`config.mk`:
```
export PLATFORM = sky130hd
export DESIGN_NAME = usb_tx_controller
export DESIGN_NICKNAME = d
export VERILOG_FILES = /design/src/rtl/usb_pkg.sv /design/src/rtl/usb_crc16.sv /design/src/rtl/usb_tx_controller.sv
export SDC_FILE = /design/constraint.sdc
export NUM_CORES = 1
export LEC_CHECK = 0
export CELL_PAD_IN_SITES_DETAIL_PLACEMENT = 1
export CELL_PAD_IN_SITES_GLOBAL_PLACEMENT = 1
export CORE_ASPECT_RATIO = 1.25
export CORE_MARGIN = 2
export CORE_UTILIZATION = 42
export DETAILED_ROUTE_END_ITERATION = 8
export GPL_ROUTABILITY_DRIVEN = 0
export GPL_TIMING_DRIVEN = 0
export PLACE_DENSITY = 0.86
export SLEW_MARGIN = 40
export SYNTH_ARGS = -nofsm -noshare
export SYNTH_HDL_FRONTEND = slang
export SYNTH_SLANG_ARGS = --single-unit
```
`constraint.sdc`:
```
create_clock -name clk -period 2.3 [get_ports clk]
set_input_delay 0.575 -clock clk [delete_from_list [all_inputs] [get_ports clk]]
set_output_delay 0.575 -clock clk [all_outputs]
set_load 0.005 [all_outputs]
```
`src/rtl/usb_pkg.sv`:
```
// Shared types and constants for the USB full-speed transmit path.
// Optional internal CRC generation is enabled with USB_TX_CRC_EN.
package usb_pkg;

   typedef enum logic [2:0] {
      ST_IDLE,
      ST_SYNC,
      ST_PID,
      ST_DATA,
      ST_CRC_LO,
      ST_CRC_HI,
      ST_EOP_SE0,
      ST_EOP_J
   } state_e;

   localparam logic [3:0] PID_ACK   = 4'b0010;
   localparam logic [3:0] PID_NAK   = 4'b1010;
   localparam logic [3:0] PID_DATA0 = 4'b0011;
   localparam logic [3:0] PID_DATA1 = 4'b1011;

   localparam logic [7:0]  SYNC_BYTE  = 8'h80;
   localparam logic [15:0] CRC16_POLY = 16'h8005;
   localparam logic [15:0] CRC16_INIT = 16'hFFFF;

   function automatic logic [15:0] rev16(input logic [15:0] v);
      logic [15:0] r;
      for (int i = 0; i < 16; i++) r[i] = v[15-i];
      return r;
   endfunction

endpackage

```
`src/rtl/usb_crc16.sv`:
```
// Bit-serial USB CRC16 over LSB-first data, kept in reflected form
// so the ones-complement goes out low byte first, LSB first.
module usb_crc16
   import usb_pkg::*;
(
   input  logic        clk,
   input  logic        n_rst,
   input  logic        clr,
   input  logic        en,
   input  logic        din,
   output logic [15:0] crc
);

   logic [15:0] crc_q, crc_d;
   logic        fb;

   always_comb begin
      crc_d = crc_q;
      fb    = crc_q[0] ^ din;
      if (clr) begin
         crc_d = CRC16_INIT;
      end else if (en) begin
         crc_d = {1'b0, crc_q[15:1]} ^ (fb ? rev16(CRC16_POLY) : 16'h0000);
      end
   end

   always_ff @(posedge clk or negedge n_rst) begin
      if (!n_rst) crc_q <= CRC16_INIT;
      else        crc_q <= crc_d;
   end

   assign crc = crc_q;

endmodule

```
`src/rtl/usb_tx_controller.sv`:
```
// USB full-speed TX packet sequencer: SYNC, PID, payload, CRC16, EOP.
// USB_TX_CRC_EN selects internal CRC; otherwise CRC bytes come from the FIFO.
module usb_tx_controller
   import usb_pkg::*;
#(
   parameter int CLKS_PER_BIT = 8,
   parameter int MAX_LEN      = 64
) (
   input  logic       clk,
   input  logic       n_rst,
   input  logic       tx_start,
   input  logic [3:0] tx_pid,
   input  logic [6:0] tx_len,
   input  logic [7:0] fifo_data,
   input  logic       fifo_empty,
   input  logic       stuff_active,
   output logic       fifo_read,
   output logic       serial_out,
   output logic       shift_strobe,
   output logic       eop,
   output logic       tx_busy,
   output logic       tx_done,
   output logic       tx_error
);

   localparam int TW = $clog2(CLKS_PER_BIT);
   localparam logic [TW-1:0] T_LAST = TW'(CLKS_PER_BIT - 1);
`ifdef USB_TX_CRC_EN
   localparam state_e AFTER_DATA = ST_CRC_LO;
`else
   localparam state_e AFTER_DATA = ST_EOP_SE0;
`endif

   state_e        state_q, state_d;
   logic [TW-1:0] timer_q, timer_d;
   logic [2:0]    bitcnt_q, bitcnt_d;
   logic [6:0]    shreg_q, shreg_d;
   logic [6:0]    len_q, len_d;
   logic [6:0]    bytecnt_q, bytecnt_d;
   logic [3:0]    pid_q, pid_d;
   logic          so_q, so_d;
   logic          strobe_q, strobe_d;
   logic          done_q, done_d;
   logic          err_q, err_d;
   logic [7:0]    ld;

   logic busy, start_ok, adv, byte_end, is_data, more;
   logic data_bnd, load_data, underrun;

   assign busy      = state_q != ST_IDLE;
   assign start_ok  = tx_start && !busy;
   assign adv       = busy && timer_q == T_LAST && !stuff_active;
   assign byte_end  = adv && bitcnt_q == 3'd7;
   assign is_data   = pid_q[1:0] == 2'b11;
   assign more      = bytecnt_q != len_q;
   assign data_bnd  = byte_end && is_data && more
                      && (state_q == ST_PID || state_q == ST_DATA);
   assign load_data = data_bnd && !fifo_empty;
   assign underrun  = data_bnd && fifo_empty;

`ifdef USB_TX_CRC_EN
   logic        crc_en, crc_bit;
   logic [15:0] crc;

   // CRC absorbs each payload bit as it is put on the line
   assign crc_en  = load_data
                    || (adv && state_q == ST_DATA && bitcnt_q != 3'd7);
   assign crc_bit = load_data ? fifo_data[0] : shreg_q[0];

   usb_crc16 u_crc (
      .clk   (clk),
      .n_rst (n_rst),
      .clr   (start_ok),
      .en    (crc_en),
      .din   (crc_bit),
      .crc   (crc)
   );
`endif

   always_ff @(posedge clk or negedge n_rst) begin
      if (!n_rst) state_q <= ST_IDLE;
      else        state_q <= state_d;
   end

   always_comb begin
      state_d = state_q;
      unique case (state_q)
         ST_IDLE:    if (tx_start) state_d = ST_SYNC;
         ST_SYNC:    if (byte_end) state_d = ST_PID;
         ST_PID,
         ST_DATA: begin
            if (byte_end) begin
               if (state_q == ST_PID && !is_data) state_d = ST_EOP_SE0;
               else if (!more)                    state_d = AFTER_DATA;
               else if (fifo_empty)               state_d = ST_EOP_SE0;
               else                               state_d = ST_DATA;
            end
         end
         ST_CRC_LO:  if (byte_end) state_d = ST_CRC_HI;
         ST_CRC_HI:  if (byte_end) state_d = ST_EOP_SE0;
         ST_EOP_SE0: if (adv && bitcnt_q[0]) state_d = ST_EOP_J;
         ST_EOP_J:   if (adv) state_d = ST_IDLE;
         default:    state_d = ST_IDLE;
      endcase
   end

   always_comb begin
      timer_d   = timer_q;
      bitcnt_d  = bitcnt_q;
      shreg_d   = shreg_q;
      len_d     = len_q;
      bytecnt_d = bytecnt_q;
      pid_d     = pid_q;
      so_d      = so_q;
      strobe_d  = 1'b0;
      done_d    = 1'b0;
      err_d     = err_q;
      ld        = 8'hFF;
      if (!busy) begin
         timer_d = '0;
         if (tx_start) begin
            pid_d     = tx_pid;
            len_d     = (tx_len > 7'(MAX_LEN)) ? 7'(MAX_LEN) : tx_len;
            bytecnt_d = '0;
            bitcnt_d  = '0;
            err_d     = 1'b0;
            so_d      = SYNC_BYTE[0];
            shreg_d   = SYNC_BYTE[7:1];
            strobe_d  = 1'b1;
         end
      end else begin
         timer_d = (timer_q == T_LAST) ? '0 : timer_q + 1'b1;
         if (underrun) err_d = 1'b1;
         if (adv) begin
            strobe_d = 1'b1;
            bitcnt_d = bitcnt_q + 3'd1;
            so_d     = shreg_q[0];
            shreg_d  = {1'b1, shreg_q[6:1]};
            // New byte or new state: reload the shifter from ld
            if (state_d != state_q || load_data) begin
               bitcnt_d = '0;
               unique case (state_d)
                  ST_PID:  ld = {~pid_q, pid_q};
                  ST_DATA: begin
                     ld        = fifo_data;
                     bytecnt_d = bytecnt_q + 7'd1;
                  end
`ifdef USB_TX_CRC_EN
                  ST_CRC_LO: ld = ~crc[7:0];
                  ST_CRC_HI: ld = ~crc[15:8];
`endif
                  ST_IDLE: begin
                     strobe_d = 1'b0;
                     done_d   = 1'b1;
                  end
                  default: ld = 8'hFF;
               endcase
               so_d    = ld[0];
               shreg_d = ld[7:1];
            end
         end
      end
   end

   always_ff @(posedge clk or negedge n_rst) begin
      if (!n_rst) begin
         timer_q   <= '0;
         bitcnt_q  <= '0;
         shreg_q   <= '1;
         len_q     <= '0;
         bytecnt_q <= '0;
         pid_q     <= '0;
         so_q      <= 1'b1;
         strobe_q  <= 1'b0;
         done_q    <= 1'b0;
         err_q     <= 1'b0;
      end else begin
         timer_q   <= timer_d;
         bitcnt_q  <= bitcnt_d;
         shreg_q   <= shreg_d;
         len_q     <= len_d;
         bytecnt_q <= bytecnt_d;
         pid_q     <= pid_d;
         so_q      <= so_d;
         strobe_q  <= strobe_d;
         done_q    <= done_d;
         err_q     <= err_d;
      end
   end

   always_comb begin
      eop          = state_q == ST_EOP_SE0;
      tx_busy      = busy;
      fifo_read    = load_data;
      serial_out   = so_q;
      shift_strobe = strobe_q;
      tx_done      = done_q;
      tx_error     = err_q;
   end

endmodule
```
==> flow_metrics.tcl <==
set metrics [dict create \
    dieArea_um2 5650 \
    grt-ovfl-total 0 \
    p_leak_nw 1.16 \
    grt_antenna_before_repair 0 \
    portBuffers 30 \
    ir_drop_mv 0.309 \
    synth_edf_count 0 \
    status "complete, no violations" \
    hold_path_class "in2async" \
    drc 0 \
    yosys.area.top_type "dfrtp_1" \
    wl_per_cell_um 17.2 \
    initial_core_util 0.443 \
    syn_nets 235 \
    cap_viol_max_count 0 \
    wirelength_um 5380 \
    synth-seq-cells 38 \
    max_stage_delay_ns 0.37 \
    synthArstFlopShare 1.00 \
    fin_crit_sh 0.987 \
    seqPwrFrac 0.531 \
    yosys_warnings 0 \
    path_buf_inv 1 \
    critPathMaxFanout 5 \
    die_x_um 67.6 \
    io_pins 31 \
    finalHoldViolations 0 \
    clock_skew_ns 0.0107 \
    required_ns 2.51 \
    grtUsageMet3 0.0391 \
    grt_pass1_vias 1843 \
    grt_util_met2 0.357 \
    hold-worst-slack_ns 0.241 \
    fp.dieH_um 83.5 \
    synth_flop_cell "dfrtp_1" \
    p_sw_frac 0.237 \
    power_density_nw_per_um2 503 \
    cts_buffer_depth 2 \
    root_buffer "clkbuf_8" \
    crit_family "simple AND/OR/NAND/NOR gates" \
    pwr-share-clk 0.346 \
    setup-violations-final 0 \
    place_hpwl_um 3690 \
    grtUsageMet1 0.261 \
    cts_hold_buf 0 \
    vias 1744 \
    drive_gt1_frac 0.245 \
    num_rows 28 \
    critPathLaunchType "register" \
    p_total_mw 1.36 \
    cts_buffers 5 \
    clk_latency_ns 0.29 \
    p_int_mw 1.04 \
    synthTopCellsByArea "dfrtp_1 35%, dfstp_2 9.9%, nand2_1 4.1%, mux2_2 3.7%, a221o_1 3.3%" \
    crit_type "reg2reg" \
    fmax_mhz 440 \
    top_usage_layer "met2" \
    synthTopCellsByCount "30 x dfrtp_1, 23 x nand2_1, 12 x inv_1, 12 x o21ai_0, 10 x nor2_1" \
    synth.top_cell.area_share 0.353 \
    pwr-share-comb 0.122 \
    via_per_inst 5.57 \
    nets 281 \
    mappedNetlistArea_um2 2120 \
    worstSetupEndpointType "register" \
    final.min_clock_period_ns 2.27 \
    grt_use_total 0.212 \
    worstMarginPinSlew_ns 0.586 \
    first_pass_iters 4 \
    avgSynthCellArea_um2 10.3 \
    htree_levels 2 \
    grt_setup_unrepaired "true" \
    grt_pass1_wl_um 8980 \
    path_cells "ha_2, ha_4, buf_4, nand3b_1, nor3b_1, o41ai_2, and3_2, a221o_1" \
    drv_slew 0 \
    core_area_um2 4800 \
    drtIter0Drc 53 \
    slew_headroom 0.605 \
    area_growth_pct 27.6 \
    synthCells 206 \
    clk_pin_slew_ns 0.08 \
    p_sw_mw 0.323 \
    yosysSeqAreaShare 0.452 \
    synth_cell_type_count 50 \
    yosysMostFrequentCell "dfrtp_1" \
    arrival_ns 2.49 \
    cts_tree "yes" \
    clock_sinks 38 \
    postRouteAntennaNets 0 \
    grt_max_degree 39 \
    critical_path.slowest_cell "dfrtp_1" \
    insertedDiodeCount 0 \
]
==> routing by layer <==
metal / wire (um) / vias up
li1: - / 822
met1: 2230 / 878
met2: 2880 / 35
met3: 160 / 9
met4: 106 / 0
met5: 0 / -
==> final timing paths <==
kind / from / endpoint / slack, ns / cells past startpoint
setup / recovery: bitcnt_q[0] / shreg_q[4] / 0.03 / 8
hold / removal: n_rst / bitcnt_q[0] / 0.24 / 1
setup reg to reg: bitcnt_q[0] / shreg_q[4] / 0.03 / 8
hold reg to reg: len_q[5] / len_q[5] / 0.50 / 2
max in group asynchronous: n_rst / shreg_q[4] / 1.70 / 1
min in group clk: len_q[5] / len_q[5] / 0.50 / 2
==> through the flow <==
stage          cells  area (um^2)  utilization  TNS (ns)  setup WS, ns
2_1_floorplan    206         2120            -         0         0.182
3_3_place_gp     296         2500        0.521     -9.88        -0.553
3_5_place_dp     296         2500        0.520     -4.16        -0.590
4_1_cts          311         2680        0.558   -0.0128       -0.0128
5_1_grt          313         2710        0.565  -0.00169      -0.00169
6_report         313         2710        0.565         0        0.0289
==> final cells by class <==
type	count	area, um^2
plain buffers	6	33.8
clock buffers	8	90.1
fillers	525	2090
inverters	12	45.0
multi-input cells	149	1130
flip-flops and latches	38	961
well taps	60	75.1
repair buffers	40	380
==> sequential cells by signal, indices dropped and copies added (netlist names) <==
signal	cells
bitcnt_q	3
bytecnt_q	7
len_q	7
pid_q	4
serial_out	1
shift_strobe	1
shreg_q	7
state_q	3
timer_q	3
tx_done	1
tx_error	1
==> power groups by stage <==
stage	Sequential, mW	Clock, mW	Combinational, mW
CTS	0.723	0.484	0.166
floorplan	0.729	0	0.0729
global placement	0.734	0	0.141
detailed placement	0.735	0	0.146
finish	0.724	0.472	0.167
global route	0.727	0.521	0.187
==> placed cells by master (no fill, tap or decap), types with 2 or more instances in the layout <==
cell | synthesis | routed
and2_1 | 5 | 4
inv_1 | 12 | 12
nor3_4 | 2 | 2
nand3_1 | 3 | 3
xnor2_1 | 6 | 6
nor2_2 | 2 | 2
nor2_1 | 10 | 10
mux2_2 | 7 | 7
clkbuf_1 | 2 | 3
clkdlybuf4s50_1 | 0 | 27
o21ai_0 | 12 | 12
nor3b_1 | 2 | 2
o31ai_1 | 2 | 2
nand2_1 | 23 | 23
a221o_1 | 7 | 7
buf_2 | 2 | 2
nand2b_1 | 7 | 7
dfrtp_1 | 30 | 30
mux2i_1 | 2 | 2
nand3b_1 | 2 | 2
ha_2 | 0 | 2
buf_4 | 2 | 12
ha_4 | 0 | 2
a22oi_1 | 2 | 2
nor2b_1 | 6 | 6
dfstp_2 | 8 | 8
a21oi_1 | 9 | 9
a21oi_4 | 0 | 2
and3_1 | 7 | 7
a22o_1 | 3 | 3
clkbuf_8 | 0 | 6
==> worst reg2reg max path, cell delays in order (launching register included) <==
cell,delay [ns]
dfrtp_1,0.37
ha_2,0.19
ha_4,0.13
buf_4,0.12
nand3b_1,0.18
nor3b_1,0.35
o41ai_2,0.21
and3_2,0.29
a221o_1,0.36
==> kinds of logic after synthesis <==
| kind of cell | count (synthesis) | share of synthesized area |
|---|---|---|
| adder cells (fa/ha/maj) | 5 | 0.0294 |
| buffers and inverters | 20 | 0.0471 |
| XOR/XNOR | 7 | 0.0324 |
| flip-flops | 38 | 0.452 |
| multiplexers | 9 | 0.0465 |
| AO/OA/AOI/OAI | 48 | 0.176 |
| AND/OR/NAND/NOR | 79 | 0.216 |
==> repair_timing <==
action,CTS,global route
pin swaps,7,12
gates resized for setup,14,6
buffers inserted,7,3
cloned,0,1
setup endpoints to repair,12,12
Power figures use the tool's default switching activity.
